`src/rtl/wb_arbiter_pkg.sv`:
```
// -----------------------------------------------------------------------------
// wb_arbiter_pkg
// Shared constants and types for the writeback arbiter.
//   - Default widths for result/PC, instruction type and ROB tag.
//   - Requester count and fixed requester indices (ALU, MEM, MUL).
//   - rr_next(): round-robin successor of a requester index.
// -----------------------------------------------------------------------------
package wb_arbiter_pkg;

   localparam int WB_WORD_SIZE       = 32;
   localparam int WB_INSTR_TYPE_SZ   = 4;
   localparam int WB_ROB_ENTRY_WIDTH = 5;

   localparam int NUM_WB_REQ = 3;
   localparam int WB_SRC_W   = 2;

   typedef logic [WB_SRC_W-1:0] wb_src_t;

   typedef enum logic [WB_SRC_W-1:0] {
      REQ_ALU = 2'd0,
      REQ_MEM = 2'd1,
      REQ_MUL = 2'd2
   } wb_req_e;

   // Next index after idx, wrapping at NUM_WB_REQ.
   function automatic wb_src_t rr_next(input wb_src_t idx);
      return (int'(idx) == NUM_WB_REQ - 1) ? '0 : wb_src_t'(idx + wb_src_t'(1));
   endfunction

endpackage

```
`src/rtl/wb_arbiter_rr_arbiter.sv`:
```
// -----------------------------------------------------------------------------
// rr_arbiter
// Purely combinational round-robin selector. The scan starts at ptr_i and
// proceeds upward, wrapping modulo N; the first set candidate wins.
// Ports:
//   cand_i   in  N   candidate vector
//   ptr_i    in  2   scan start index (0..N-1)
//   grant_o  out N   one-hot grant (all zero when no candidate)
//   winner_o out 2   encoded winner (0 when no candidate)
//   any_o    out 1   a grant was made
// -----------------------------------------------------------------------------
module rr_arbiter
   import wb_arbiter_pkg::*;
#(
   parameter int N = NUM_WB_REQ
) (
   input  logic [N-1:0] cand_i,
   input  wb_src_t      ptr_i,
   output logic [N-1:0] grant_o,
   output wb_src_t      winner_o,
   output logic         any_o
);

   // NOTE: every output of a combinational block gets a default before any
   // conditional assignment, so no path leaves a value held (no latch).
   always_comb begin
      grant_o  = '0;
      winner_o = '0;
      any_o    = 1'b0;
      for (int k = 0; k < N; k++) begin
         automatic int idx = (int'(ptr_i) + k) % N;
         if (!any_o && cand_i[idx]) begin
            grant_o[idx] = 1'b1;
            winner_o     = wb_src_t'(idx);
            any_o        = 1'b1;
         end
      end
   end

endmodule

```
`src/rtl/wb_arbiter.sv`:
```
// -----------------------------------------------------------------------------
// wb_arbiter
// Writeback arbiter sharing the single ROB completion port among the ALU,
// memory and multiplier pipelines. Each requester owns a one-entry holding
// buffer with ready/valid backpressure; a round-robin scheduler moves one
// result per cycle into the registered writeback output.
//
// Optional feature: define WB_ARB_BYPASS_EN to let a requester with an empty
// buffer compete with its live input, cutting latency from 2 to 1 cycle.
//
// Ports:
//   clk          in   rising-edge clock
//   reset        in   asynchronous active-low reset
//   flush        in   synchronous flush; drops buffered and in-flight results
//   req_valid    in   per-requester result valid
//   req_ready    out  per-requester accept
//   req_type/pc/result/rob_id  in  flattened payload, requester i at slice i
//   wb_valid     out  registered writeback valid
//   wb_type/pc/result/rob_id   out registered writeback payload
//   wb_src       out  index of the granted requester
// -----------------------------------------------------------------------------
module wb_arbiter
   import wb_arbiter_pkg::*;
#(
   parameter int WORD_SIZE       = WB_WORD_SIZE,
   parameter int INSTR_TYPE_SZ   = WB_INSTR_TYPE_SZ,
   parameter int ROB_ENTRY_WIDTH = WB_ROB_ENTRY_WIDTH,
   parameter int NUM_REQ         = NUM_WB_REQ
) (
   input  logic                               clk,
   input  logic                               reset,
   input  logic                               flush,
   input  logic [NUM_REQ-1:0]                 req_valid,
   output logic [NUM_REQ-1:0]                 req_ready,
   input  logic [NUM_REQ*INSTR_TYPE_SZ-1:0]   req_type,
   input  logic [NUM_REQ*WORD_SIZE-1:0]       req_pc,
   input  logic [NUM_REQ*WORD_SIZE-1:0]       req_result,
   input  logic [NUM_REQ*ROB_ENTRY_WIDTH-1:0] req_rob_id,
   output logic                               wb_valid,
   output logic [INSTR_TYPE_SZ-1:0]           wb_type,
   output logic [WORD_SIZE-1:0]               wb_pc,
   output logic [WORD_SIZE-1:0]               wb_result,
   output logic [ROB_ENTRY_WIDTH-1:0]         wb_rob_id,
   output wb_src_t                            wb_src
);

`ifdef WB_ARB_BYPASS_EN
   localparam bit BYPASS_EN = 1'b1;
`else
   localparam bit BYPASS_EN = 1'b0;
`endif

   // Holding buffers
   logic [NUM_REQ-1:0]         buf_valid_q, buf_valid_d;
   logic [INSTR_TYPE_SZ-1:0]   buf_type_q   [NUM_REQ];
   logic [WORD_SIZE-1:0]       buf_pc_q     [NUM_REQ];
   logic [WORD_SIZE-1:0]       buf_result_q [NUM_REQ];
   logic [ROB_ENTRY_WIDTH-1:0] buf_rob_q    [NUM_REQ];

   // Unpacked view of the live inputs
   logic [INSTR_TYPE_SZ-1:0]   live_type   [NUM_REQ];
   logic [WORD_SIZE-1:0]       live_pc     [NUM_REQ];
   logic [WORD_SIZE-1:0]       live_result [NUM_REQ];
   logic [ROB_ENTRY_WIDTH-1:0] live_rob    [NUM_REQ];

   // Arbitration
   logic [NUM_REQ-1:0] cand, grant, accept, load;
   wb_src_t            winner;
   logic               any_grant, do_grant;
   wb_src_t            rr_ptr_q, rr_ptr_d;

   // Writeback register
   logic                       wb_valid_q, wb_valid_d;
   logic [INSTR_TYPE_SZ-1:0]   wb_type_q, wb_type_d;
   logic [WORD_SIZE-1:0]       wb_pc_q, wb_pc_d;
   logic [WORD_SIZE-1:0]       wb_result_q, wb_result_d;
   logic [ROB_ENTRY_WIDTH-1:0] wb_rob_q, wb_rob_d;
   wb_src_t                    wb_src_q, wb_src_d;

   always_comb begin
      for (int i = 0; i < NUM_REQ; i++) begin
         live_type[i]   = req_type[i*INSTR_TYPE_SZ +: INSTR_TYPE_SZ];
         live_pc[i]     = req_pc[i*WORD_SIZE +: WORD_SIZE];
         live_result[i] = req_result[i*WORD_SIZE +: WORD_SIZE];
         live_rob[i]    = req_rob_id[i*ROB_ENTRY_WIDTH +: ROB_ENTRY_WIDTH];
      end
   end

   // With bypass, an empty buffer lets its live input compete directly.
   always_comb begin
      cand = buf_valid_q;
      if (BYPASS_EN) cand = buf_valid_q | req_valid;
   end

   rr_arbiter #(.N(NUM_REQ)) u_rr (
      .cand_i   (cand),
      .ptr_i    (rr_ptr_q),
      .grant_o  (grant),
      .winner_o (winner),
      .any_o    (any_grant)
   );

   // A granted buffer drains this cycle, so it can take a new result at once.
   assign req_ready = {NUM_REQ{!flush}} & (~buf_valid_q | grant);
   assign accept    = req_valid & req_ready;
   assign do_grant  = any_grant && !flush;

   // A live input that won arbitration goes straight to the output and is
   // not also written into its buffer.
   always_comb begin
      for (int i = 0; i < NUM_REQ; i++) begin
         load[i] = accept[i] && !(BYPASS_EN && grant[i] && !buf_valid_q[i]);
      end
      buf_valid_d = flush ? '0 : ((buf_valid_q & ~grant) | load);
   end

   always_comb begin
      wb_valid_d  = do_grant;
      wb_type_d   = wb_type_q;
      wb_pc_d     = wb_pc_q;
      wb_result_d = wb_result_q;
      wb_rob_d    = wb_rob_q;
      wb_src_d    = wb_src_q;
      rr_ptr_d    = rr_ptr_q;
      if (do_grant) begin
         wb_src_d = winner;
         rr_ptr_d = rr_next(winner);
         if (buf_valid_q[winner]) begin
            wb_type_d   = buf_type_q[winner];
            wb_pc_d     = buf_pc_q[winner];
            wb_result_d = buf_result_q[winner];
            wb_rob_d    = buf_rob_q[winner];
         end else begin
            wb_type_d   = live_type[winner];
            wb_pc_d     = live_pc[winner];
            wb_result_d = live_result[winner];
            wb_rob_d    = live_rob[winner];
         end
      end
   end

   // NOTE: sequential state uses non-blocking assignments so every register
   // samples the pre-edge values regardless of statement order.
   always_ff @(posedge clk or negedge reset) begin
      if (!reset) begin
         buf_valid_q <= '0;
         rr_ptr_q    <= '0;
         wb_valid_q  <= 1'b0;
         wb_type_q   <= '0;
         wb_pc_q     <= '0;
         wb_result_q <= '0;
         wb_rob_q    <= '0;
         wb_src_q    <= '0;
      end else begin
         buf_valid_q <= buf_valid_d;
         rr_ptr_q    <= rr_ptr_d;
         wb_valid_q  <= wb_valid_d;
         wb_type_q   <= wb_type_d;
         wb_pc_q     <= wb_pc_d;
         wb_result_q <= wb_result_d;
         wb_rob_q    <= wb_rob_d;
         wb_src_q    <= wb_src_d;
      end
   end

   // NOTE: buffer payload storage is deliberately not reset; buf_valid_q
   // qualifies it, so stale contents are never observed.
   always_ff @(posedge clk) begin
      for (int i = 0; i < NUM_REQ; i++) begin
         if (load[i]) begin
            buf_type_q[i]   <= live_type[i];
            buf_pc_q[i]     <= live_pc[i];
            buf_result_q[i] <= live_result[i];
            buf_rob_q[i]    <= live_rob[i];
         end
      end
   end

   assign wb_valid  = wb_valid_q;
   assign wb_type   = wb_type_q;
   assign wb_pc     = wb_pc_q;
   assign wb_result = wb_result_q;
   assign wb_rob_id = wb_rob_q;
   assign wb_src    = wb_src_q;

endmodule

```
`config.mk`:
```
export PLATFORM = sky130hd
export DESIGN_NAME = wb_arbiter
export DESIGN_NICKNAME = d
export VERILOG_FILES = /design/src/rtl/wb_arbiter_pkg.sv /design/src/rtl/wb_arbiter_rr_arbiter.sv /design/src/rtl/wb_arbiter.sv
export SDC_FILE = /design/constraint.sdc
export NUM_CORES = 1
export LEC_CHECK = 0
export BUFFER_PORTS_ARGS = -buffer_cell sky130_fd_sc_hd__clkbuf_2
export CORE_MARGIN = 5
export CORE_UTILIZATION = 30
export CTS_BUF_LIST = sky130_fd_sc_hd__clkbuf_8
export CTS_CLUSTER_DIAMETER = 60
export DETAILED_ROUTE_END_ITERATION = 6
export GPL_TIMING_DRIVEN = 0
export PLACE_DENSITY = 0.51
export SYNTH_ARGS = -nofsm -noshare
export SYNTH_HDL_FRONTEND = slang
export SYNTH_SLANG_ARGS = --single-unit
```
`constraint.sdc`:
```
create_clock -name clk -period 6.3 [get_ports clk]
set_input_delay 1.575 -clock clk [delete_from_list [all_inputs] [get_ports clk]]
set_output_delay 1.575 -clock clk [all_outputs]
set_load 0.01 [all_outputs]
```
==> impl_metrics.env <==
export IMPL_critPathKind="reg2out"
export IMPL_holdBufCountCts=0
export IMPL_drive_gt1_share_pct=45.40
export IMPL_p_seq_share_pct=38.9
export IMPL_cts_resized_gates=0
export IMPL_port_buffers=303
export IMPL_synth_fp_nets=919
export IMPL_cp_start_kind="flop"
export IMPL_power_frac_comb_pct=38.1
export IMPL_grt_pass1_vias=7921
export IMPL_route_met3_wl_mm=2.049
export IMPL_core_area_mm2=0.03758
export IMPL_setup_violations_final=0
export IMPL_p_per_area_mw_per_mm2=482.9
export IMPL_ys_seq_area_share_pct=75.37
export IMPL_die_w_um=205.1
export IMPL_min_period_ns=4.352
export IMPL_cp_arrival_ns=2.78
export IMPL_ys_flop_type="edfxtp_1"
export IMPL_clkPwrFrac_pct=23.0
export IMPL_met1Wirelength_mm=13.58
export IMPL_place_area_mm2=0.01367
export IMPL_drtAntennaViolNets=0
export IMPL_fin_util_pct=38.88
export IMPL_fmax_mhz=229.8
export IMPL_r2r_end="buf_result_q[0][7]"
export IMPL_drv_slew=0
export IMPL_fp_dieH_um=205.1
export IMPL_cts_buffers=51
export IMPL_rsz0062_at_grt="false"
export IMPL_crit_fanout=7
export IMPL_clockBufferDepth=3
export IMPL_antenna_found_initial=0
export IMPL_rr_startpoint="rr_ptr_q[0]"
export IMPL_crit_path_start="rr_ptr_q[1]"
export IMPL_p_switching_uw=2622
export IMPL_ios=304
export IMPL_r2r_cells=10
export IMPL_endpoint="req_ready[0]"
export IMPL_start_util_pct=30.38
export IMPL_core_rowCount=71
export IMPL_post_drt_wl_per_cell_um=20.71
export IMPL_final_cell_mix="clkbuf_2 (302), edfxtp_1 (219), nor2_1 (83)"
export IMPL_finalWirelength_mm=33.13
export IMPL_clock_sinks=300
export IMPL_nets=1278
export IMPL_syn_cell_area_mm2=0.01141
export IMPL_grt_overflow=0
export IMPL_hp_class="reg2reg"
export IMPL_drv_cap=0
export IMPL_fin_cells=1600
export IMPL_synth_cells=690
export IMPL_p_int_uw=4433
export IMPL_synth_warnings=0
export IMPL_cts_setup_buffers=0
export IMPL_fillers=3658
export IMPL_wl_met2_mm=16.58
export IMPL_htreeDepth=2
export IMPL_required_ns=4.72
export IMPL_grt_usage_pct=15.55
export IMPL_power_leakage_uw=0.006015
export IMPL_dr_pass1_iters=4
export IMPL_ys_types=41
export IMPL_dr_total_vias=7262
export IMPL_finClkSkew_ns=0.01161
export IMPL_synth_edf_count=219
export IMPL_final_area_mm2=0.01461
export IMPL_clk_pin_slew_ns=0.07
export IMPL_die_area_mm2=0.04205
export IMPL_synthToLayoutAreaGrowth_pct=27.98
export IMPL_max_slew_margin_pct=46.42
export IMPL_tns_ns=0
export IMPL_fin_ws_ns=1.948
export IMPL_tightest_slew_ns=0.8037
export IMPL_avgSynthCellArea_um2=16.54
export IMPL_drc_errors=0
export IMPL_routed_via_density=4.539
export IMPL_grt_pass1_wl_mm=48.56
export IMPL_top_layer="met4"
export IMPL_ys_async_sr_fraction_pct=27.00
export IMPL_status="finished, final reports clean"
export IMPL_crit_path_end_kind="output port"
export IMPL_synth_seq_cells=300
export IMPL_rrSetupSlack_ns=3.09
export IMPL_drtIter0Drc=259
export IMPL_dpl_cell_count=1507
export IMPL_clkLatencyLatePin_ns=0.60
export IMPL_place_congestion=0.7416
export IMPL_post_dp_hpwl_mm=21.85
export IMPL_grt_max_degree=82
export IMPL_switching_share_pct=37.17
export IMPL_cts_root_buf="clkbuf_8"
export IMPL_irDropWorstVdd_mv=0.1943
export IMPL_final_hold_viol_count=0
export IMPL_cts_tree="done"
export IMPL_final_common_cell="clkbuf_2"
export IMPL_timing_final_crit_share_pct=69.08
export IMPL_pre_cts_ws_ns=2.585
[cell usage after synthesis, types with 2 or more instances]
master | number | area [µm²]
a221oi_1 | 14 | 122.6
edfxtp_1 | 219 | 6576
mux2i_1 | 2 | 20.02
buf_4 | 3 | 22.52
nor2_1 | 83 | 311.6
clkbuf_1 | 3 | 11.26
a21oi_2 | 12 | 105.1
o2bb2ai_1 | 14 | 122.6
a221oi_2 | 59 | 885.9
buf_2 | 20 | 100.1
mux2i_4 | 2 | 45.04
inv_1 | 3 | 11.26
nand2b_1 | 3 | 18.77
a21oi_1 | 53 | 265.3
buf_6 | 13 | 146.4
mux2_4 | 2 | 30.03
ha_1 | 4 | 50.05
and2_1 | 3 | 18.77
buf_8 | 4 | 60.06
dfrtp_1 | 81 | 2027
o21ai_0 | 4 | 20.02
a21o_1 | 2 | 15.01
nand2_1 | 69 | 259.0
[per-stage QoR]
stage	total power, µW	hold WS [ns]
2_1_floorplan	4516	0.4330
3_3_place_gp	5523	0.4352
3_5_place_dp	5547	0.4434
4_1_cts	7214	0.4532
5_1_grt	7528	0.4646
6_report	7055	0.4485
[power groups by stage]
stage	combinational, µW	sequential (µW)	clock [µW]
after floorplan	1640	2880	0
after global placement	2720	2800	0
after detailed placement	2760	2780	0
after CTS	2770	2750	1700
after global routing	2960	2780	1780
final	2680	2740	1630
[kinds of logic after synthesis]
group | count (synthesis) | share of synthesized area (%)
muxes | 7 | 0.9317
and+or+nand+nor | 165 | 5.832
AOI/OAI and AO/OA | 166 | 14.14
buffers and inverters | 48 | 3.288
adders and majority gates | 4 | 0.4385
DFF | 300 | 75.37
[final cells by class]
type	instances	area [µm²]	area share, %
Antenna cell	1	2.502	0.01713
Buffer	44	360.3	2.467
Clock buffer	56	770.7	5.276
Clock inverter	36	166.4	1.139
Inverter	4	15.01	0.1028
Multi-Input combinational cell	342	2444	16.73
Sequential cell	300	8603	58.89
Tap cell	511	639.4	4.377
Timing Repair Buffer	306	1608	11.01
[worst max-delay path: stages (launching register included)]
cell and delay (ns):
dfrtp_1 0.40, inv_1 0.11, ha_1 0.17, buf_6 0.13, mux2_4 0.31, mux2_4 0.31
a221o_1 0.29, o21ai_0 0.14, a21oi_1 0.14, clkbuf_2 0.17
[how the worst min path moves through the flow]
| stage | from | to | slack, ns | cells after the start |
|---|---|---|---|---|
| 2_1_floorplan | buf_pc_q[0][31] | wb_pc[31] | 0.43 | 1 |
| 3_3_place_gp | buf_result_q[0][3] | wb_result[3] | 0.44 | 1 |
| 3_5_place_dp | buf_result_q[0][9] | wb_result[9] | 0.44 | 1 |
| 4_1_cts | buf_result_q[0][9] | wb_result[9] | 0.45 | 1 |
| 5_1_grt | buf_result_q[0][9] | wb_result[9] | 0.46 | 1 |
| 6_report | buf_result_q[0][9] | wb_result[9] | 0.45 | 1 |
[sequential cells by signal, summed over array words and instances, names as in the netlist, 3 cells and up]
register,count
wb_rob_id,5
buf_valid_q,3
buf_type_q,12
wb_pc,32
wb_type,4
wb_result,32
buf_result_q,96
buf_pc_q,96
buf_rob_q,15
[routing by layer]
layer	global-route usage, %	up-vias
li1	-	3370
met1	19.25	3588
met2	26.35	246
met3	4.116	58
met4	5.431	0
met5	0	-
Power figures use the tool's default switching activity.
